[src/rtl/mem_port_arbiter.sv]
// mem_port_arbiter: shares one single-port memory between the fetch port (IF)
// and the data port (MEM stage). Data has priority; a starvation counter
// forces a fetch grant after STARVE_MAX consecutive data grants that were
// made while fetch was waiting.
//
// Ports:
//   CLK, RST                      clock, async active-low reset
//   if_req/if_addr                fetch request and address
//   if_done/if_rdata              fetch completion pulse, fetched word
//   d_req/d_we/d_be/d_addr/d_wdata data request and payload
//   d_done/d_rdata                data completion pulse, load word
//   err                           completion was a timeout abort
//   mem_req/we/be/addr/wdata      memory request side (held through BUSY)
//   mem_ready/mem_rdata           memory completion and read data
module mem_port_arbiter #(
  parameter int unsigned AW         = 8,
  parameter int unsigned DW         = 32,
  parameter int unsigned STARVE_MAX = 4,
  parameter int unsigned TIMEOUT    = 15
) (
  input  logic          CLK,
  input  logic          RST,
  input  logic          if_req,
  input  logic [AW-1:0] if_addr,
  output logic          if_done,
  output logic [DW-1:0] if_rdata,
  input  logic          d_req,
  input  logic          d_we,
  input  logic [3:0]    d_be,
  input  logic [AW-1:0] d_addr,
  input  logic [DW-1:0] d_wdata,
  output logic          d_done,
  output logic [DW-1:0] d_rdata,
  output logic          err,
  output logic          mem_req,
  output logic          mem_we,
  output logic [3:0]    mem_be,
  output logic [AW-1:0] mem_addr,
  output logic [DW-1:0] mem_wdata,
  input  logic          mem_ready,
  input  logic [DW-1:0] mem_rdata
);

  localparam int unsigned SW = 4;
  localparam int unsigned TW = 8;

  typedef enum logic [1:0] {IDLE, BUSY, DONE} state_t;

  state_t        state, state_nxt;
  logic          sel_d, sel_d_nxt;
  logic [SW-1:0] starve_cnt, starve_cnt_nxt;
  logic [TW-1:0] tcnt, tcnt_nxt, tcnt_inc;
  logic          if_done_nxt, d_done_nxt, err_nxt;
  logic [DW-1:0] if_rdata_nxt, d_rdata_nxt;
  logic          mem_req_nxt, mem_we_nxt;
  logic [3:0]    mem_be_nxt;
  logic [AW-1:0] mem_addr_nxt;
  logic [DW-1:0] mem_wdata_nxt;
  logic          d_win;
  logic          starve_full;

  assign starve_full = (starve_cnt == SW'(STARVE_MAX));
  // Data wins unless fetch is waiting and has been passed over too often.
  assign d_win       = d_req && !(if_req && starve_full);
  assign tcnt_inc    = tcnt + TW'(1);

  // State and output registers
  always_ff @(posedge CLK or negedge RST) begin
    if (!RST) begin
      state      <= IDLE;
      sel_d      <= 1'b0;
      starve_cnt <= '0;
      tcnt       <= '0;
      if_done    <= 1'b0;
      d_done     <= 1'b0;
      err        <= 1'b0;
      if_rdata   <= '0;
      d_rdata    <= '0;
      mem_req    <= 1'b0;
      mem_we     <= 1'b0;
      mem_be     <= '0;
      mem_addr   <= '0;
      mem_wdata  <= '0;
    end else begin
      state      <= state_nxt;
      sel_d      <= sel_d_nxt;
      starve_cnt <= starve_cnt_nxt;
      tcnt       <= tcnt_nxt;
      if_done    <= if_done_nxt;
      d_done     <= d_done_nxt;
      err        <= err_nxt;
      if_rdata   <= if_rdata_nxt;
      d_rdata    <= d_rdata_nxt;
      mem_req    <= mem_req_nxt;
      mem_we     <= mem_we_nxt;
      mem_be     <= mem_be_nxt;
      mem_addr   <= mem_addr_nxt;
      mem_wdata  <= mem_wdata_nxt;
    end
  end

  // Next-state and next-output logic
  always_comb begin
    state_nxt      = state;
    sel_d_nxt      = sel_d;
    starve_cnt_nxt = starve_cnt;
    tcnt_nxt       = tcnt;
    if_done_nxt    = 1'b0;
    d_done_nxt     = 1'b0;
    err_nxt        = err;
    if_rdata_nxt   = if_rdata;
    d_rdata_nxt    = d_rdata;
    mem_req_nxt    = mem_req;
    mem_we_nxt     = mem_we;
    mem_be_nxt     = mem_be;
    mem_addr_nxt   = mem_addr;
    mem_wdata_nxt  = mem_wdata;

    unique case (state)
      IDLE: begin
        if (if_req || d_req) begin
          state_nxt   = BUSY;
          mem_req_nxt = 1'b1;
          err_nxt     = 1'b0;
          tcnt_nxt    = '0;
          if (d_win) begin
            sel_d_nxt     = 1'b1;
            mem_we_nxt    = d_we;
            mem_be_nxt    = d_be;
            mem_addr_nxt  = d_addr;
            mem_wdata_nxt = d_wdata;
            // Count only data grants that actually made fetch wait.
            if (!if_req)          starve_cnt_nxt = '0;
            else if (!starve_full) starve_cnt_nxt = starve_cnt + SW'(1);
          end else begin
            sel_d_nxt      = 1'b0;
            mem_we_nxt     = 1'b0;
            mem_be_nxt     = 4'hF;
            mem_addr_nxt   = if_addr;
            mem_wdata_nxt  = '0;
            starve_cnt_nxt = '0;
          end
        end
      end
      BUSY: begin
        tcnt_nxt = tcnt_inc;
        if (mem_ready) begin
          state_nxt   = DONE;
          mem_req_nxt = 1'b0;
          if (sel_d) begin
            d_rdata_nxt = mem_rdata;
            d_done_nxt  = 1'b1;
          end else begin
            if_rdata_nxt = mem_rdata;
            if_done_nxt  = 1'b1;
          end
        end else if (tcnt_inc == TW'(TIMEOUT)) begin
          // Abort: report completion with err, rdata untouched.
          state_nxt   = DONE;
          mem_req_nxt = 1'b0;
          err_nxt     = 1'b1;
          if (sel_d) d_done_nxt  = 1'b1;
          else       if_done_nxt = 1'b1;
        end
      end
      DONE: begin
        state_nxt = IDLE;
      end
      default: begin
        state_nxt = IDLE;
      end
    endcase
  end

endmodule
[config.mk]
export PLATFORM = sky130hd
export DESIGN_NAME = mem_port_arbiter
export DESIGN_NICKNAME = d
export VERILOG_FILES = /design/src/rtl/mem_port_arbiter.sv
export SDC_FILE = /design/constraint.sdc
export NUM_CORES = 1
export LEC_CHECK = 0
export BUFFER_PORTS_ARGS = -buffer_cell sky130_fd_sc_hd__buf_2
export CAP_MARGIN = 5
export CORE_MARGIN = 1.5
export CORE_UTILIZATION = 50
export CTS_CLUSTER_DIAMETER = 80
export CTS_CLUSTER_SIZE = 14
export DETAILED_ROUTE_END_ITERATION = 6
export PLACE_DENSITY = 0.88
export SLEW_MARGIN = 20
export SYNTH_ARGS = -nofsm -noshare
export SYNTH_HDL_FRONTEND = slang
export SYNTH_SLANG_ARGS = --single-unit
[constraint.sdc]
create_clock -name CLK -period 5.1 [get_ports CLK]
set_clock_uncertainty 0.15 [all_clocks]
set_input_delay 1.02 -clock CLK [delete_from_list [all_inputs] [get_ports CLK]]
set_output_delay 1.02 -clock CLK [all_outputs]
set_load 0.05 [all_outputs]
-- After elaboration in Yosys (flattened, before gate mapping)
Index checks and enable logic that the tools add are counted.
- bitwise logic cells: 1
- equal/unequal tests: 8
- add/sub/neg operators: 2
- reductions and logical operators: 14
- muxes and demuxes: 30
- operators by type and width (operator ; count):
    two-way mux 32 bit ; 1
    two-way mux 1 bit ; 16
    two-way mux 4 bit ; 4
    two-way mux 8 bit ; 2
    case mux 8 bit (2 select lines) ; 1
    AND reduction 3 bit ; 4
    adder 8 x 1 -> 8 bit (second input constant) ; 1
    equality test 8 x 4 -> 1 bit (second input constant) ; 1
    two-way mux 2 bit ; 3
    != test 2 bit (second input constant) ; 3
    != test 3 bit (second input constant) ; 2
    AND reduction 2 bit ; 3
    adder 4 x 1 -> 4 bit (second input constant) ; 1
    equality test 4 x 3 -> 1 bit (second input constant) ; 1
    case mux 1 bit (2 select lines) ; 2
    case mux 2 bit (2 select lines) ; 1
    AND reduction 4 bit ; 1
    equality test 2 x 1 -> 1 bit (second input constant) ; 1
    logical AND 1 bit ; 2
    zero test 2 bit ; 1
    nonzero test 2 bit ; 1
    zero test 1 bit ; 1
    logical OR 1 bit ; 1
    NOT 1 bit ; 1
- flip-flop bits (word level): 128
- logic and storage cells: 69
- input port bits: 90
- output and inout bits: 113

-- Logic depth before layout (Yosys ltp)
- word-level depth: 6
- gate-level depth with buffers: 8
- depth with buffers taken out: 7

-- Worst setup path after synthesis
Ideal clock, no wire load.
- path type: in2reg
- from: input port if_req
- to: register starve_cnt[1]
- data required time: 4874 ps
- cell stages on the path: 6
- setup time: 76 ps
- buffers on the path: 1
- data arrival time: 2005 ps
- path slack: 2869 ps
- cell sequence: nand4b_1 > nand2_2 > nor3_2 > buf_4 > nand3_1 > o21ai_1
- cells in the longest elaborated chain, start to end: 5
- elaborated cells on any way between the ends: 8
- RTL lines (what ; RTL line ; source):
    start: declaration ; 23 ; input logic if_req,
    logical AND 1 bit ; 64 ; assign d_win = d_req && !(if_req && starve_full);
    zero test 1 bit ; 64 ;
    logical AND 1 bit ; 64 ;
    != test 3 bit (no line) ; n/a ;
    AND reduction 3 bit (no line) ; n/a ;
    end signal: assignment ; 87 ; starve_cnt <= starve_cnt_nxt;
    end: declaration ; 51 ; logic [SW-1:0] starve_cnt, starve_cnt_nxt;
Parallel ways exist; a longest one is shown, timed or not.
A chain may end at the register's enable or synchronous reset.

-- Final worst setup path
- from: register state[1]
- to: register d_rdata[24]
- cells in the longest elaborated chain, start to end: 2
- RTL lines (what ; RTL line ; source):
    start: declaration ; 49 ; state_t state, state_nxt;
    start signal: assignment ; 85 ; state <= state_nxt;
    equality test 2 x 1 -> 1 bit ; 119 ; unique case (state)
    AND reduction 3 bit (no line) ; n/a ;
    end signal: assignment ; 93 ; d_rdata <= d_rdata_nxt;
    end: declaration ; 33 ; output logic [DW-1:0] d_rdata,
No other way between the ends.

==> summary.md <==
| Metric | Value |
|---|---|
| Minimum clock period after layout | `approximately 2400 ps` |
| Die Area | `10,700 um2` |
| IO Pins | `roughly 200` |
| Unrepaired setup endpoints after global routing | `false` |
| CP Launch Type | `flip-flop` |
| Area post-placement | `6190 um2` |
| Via-per-instance ratio | `5.24` |
| Starting Density | `51.5%` |
| Clk root buf | `clkbuf_8` |
| Post-synthesis register bit count | `128` |
| Setup TNS | `0 ps` |
| Worst R2R End | `d_rdata[24]` |
| Hold_buf cts | `0` |
| Layout Nets | `660` |
| P&R area growth vs syn | `34.7%` |
| Share of layout cells above drive strength 1 | `just over 50%` |
| Worst-path fanout max | `32` |
| Hold Crit Class | `primary input to asynchronous set/reset pin` |
| Clock insertion delay at the later pin of the skew report | `510 ps` |
| Synth warn | `0` |
| DR WL/cell | `16.2 um` |
| Die X | `103 um` |
| Post-route DRC | `0` |
| Area of the mapped netlist | `about 5000 um2` |
| DR pass1 iterations | `6` |
| GP Congestion | `0.818` |
| Max_cap viols | `0` |
| Final Cell Area | `between 6000 and 7000 um2` |
| Setup Viol. Count Final | `0` |
| Hold Vio Cnt, Final | `0` |
| Iter 0 DRT Violations | `155` |
| Status | `finished, final reports clean` |
| Placed cells | `679` |
| Grt ovf | `0` |
| Worst Path Arrival | `2620 ps` |
| Vias | `3,729` |
| Number of library cell types mapped by synthesis | `39` |
| Finished Layout Cells | `between 700 and 800` |
| Largest net degree at the start of global routing | `52` |
| ANT cells | `0` |
| Launch point of the worst reg-to-reg path | `state[1]` |
| Area leader, netlist | `dfrtp_1` |
| Largest cells by area after synthesis | `dfrtp_1 64%, mux2_2 10%, a22o_1 5.9%` |
| Setup bufs post-CTS | `0` |
| Post-CTS sizing | `0` |
| Post-synthesis net count | `450` |
| Reg clk slew, reported paths | `60 ps` |
| Floorplan row count | `36` |
| Die H | `103 um` |
| Synth Area per Inst | `14.2 um2` |
| Max clock buf depth | `2` |
| Worst rel slew slack | `a little over two fifths` |
| Total wire length | `11,600 um` |
| Post-synth EDFFs | `0` |
| Initial antenna violation count | `0` |
| Primary FF master, synth | `dfrtp_1` |
| Core Region | `around 9800 um2` |
| Synth async-reset ratio | `100%` |
| Setup CP Type | `flip-flop to flip-flop` |
| Total CTS buffers | `17` |
| Most frequent cells after synthesis | `128 x dfrtp_1, 45 x mux2_2, 34 x a22o_1` |
| TritonCTS clock tree | `yes` |
| PortBufs | `202` |
| Fmax | `roughly 420 MHz` |
| # H-tree levels | `4` |
| DP HPWL | `8170 um` |
| Yosys top cell area share | `63.6%` |
| Worst-Margin Slew | `873 ps` |
| CP Capture Type | `flip-flop` |
| Tcrit/Tclk final | `46.6%` |
| Vias in the first global route | `3,649` |
| Critical path required time | `5340 ps` |
| Most frequent cell after synthesis | `dfrtp_1` |
| Mapped Cells | `356` |
| GRT Overall Usage | `21.7%` |
| Final ANT Viol Nets | `0` |
| Clock sink total | `128` |
| R2R cell count | `5` |
| Max-slew violation count | `0` |
| First-pass GRT wire length | `17,500 um` |
| Sequential-to-total area share from yosys stat | `between 60% and 70%` |
| Worst reg-to-reg setup slack | `2720 ps` |
[state kept, by name (all words and copies together) (netlist names)]
name and flops:
state 2, mem_req 1, d_rdata 32, if_done 1, d_done 1, mem_be 4
mem_we 1, mem_addr 8, err 1, tcnt 8, mem_wdata 32, starve_cnt 4
sel_d 1, if_rdata 32
[metrics by stage]
step	setup WS (ps)	hold slack (ps)	utilization, %
6_report	2720	307	69.4
5_1_grt	2540	325	69.4
4_1_cts	2500	302	69.3
3_5_place_dp	1990	320	63.4
3_3_place_gp	2090	312	63.4
2_1_floorplan	2870	286	-
[layout by cell type (no fill, tap or decap), types with 5 or more instances in the layout]
cell          n
nor2_1        9
a22o_1       34
nand2_1      18
mux2_2       45
nand3_1       7
mux2i_1       8
buf_4         6
dfrtp_1     128
clkbuf_16    16
mux2_1       21
o21ai_0       9
buf_2       201
o21ai_1      13
clkinvlp_4    5
[kinds of logic (layout without fill, tap and decap cells)]
group / count (synthesis) / in the layout / synth area share [%]
AO/OA/AOI/OAI: 71 / 71 / 10.6
AND/OR/NAND/NOR: 55 / 55 / 5.96
multiplexers: 74 / 74 / 16.3
XOR/XNOR: 3 / 3 / 0.522
buffers and inverters: 21 / 243 / 1.99
adder cells (fa/ha/maj): 4 / 4 / 0.993
flip-flops: 128 / 128 / 63.6
[critical path, cell delays in order, from the launching register on]
cell      delay, ps
dfrtp_1         410
nand2b_1        710
nor2_1           70
nand2_1         100
buf_4           400
mux2_2          400
[area by class of cell]
cell class / count / area [um2]
fillers: 709 / 2990
clock inverters: 12 / 134
multi-input cells: 207 / 1760
clock buffers: 19 / 442
flip-flops and latches: 128 / 3200
repair buffers: 208 / 1070
inverters: 4 / 15.0
well taps: 133 / 166
[routing by layer]
metal	track usage, %	up-vias	share of wire, %
met5	0	-	0
met4	8.73	0	0.98
met3	6.99	10	7.3
met2	36.3	160	50
met1	26.0	1840	42
li1	-	1719	-
[how the worst max path moves through the flow]
| stage | from | to | slack [ps] | cells after the start |
|---|---|---|---|---|
| floorplan | if_req | starve_cnt[1] | 2870 | 6 |
| global placement | if_req | starve_cnt[2] | 2090 | 6 |
| detailed placement | if_req | starve_cnt[2] | 1990 | 6 |
| CTS | starve_cnt[0] | starve_cnt[2] | 2500 | 7 |
| global route | state[1] | d_rdata[25] | 2540 | 5 |
| finish | state[1] | d_rdata[24] | 2720 | 5 |
Power is not shown: default switching activity piles up to over one toggle a cycle in this logic, so the estimate is an artifact.
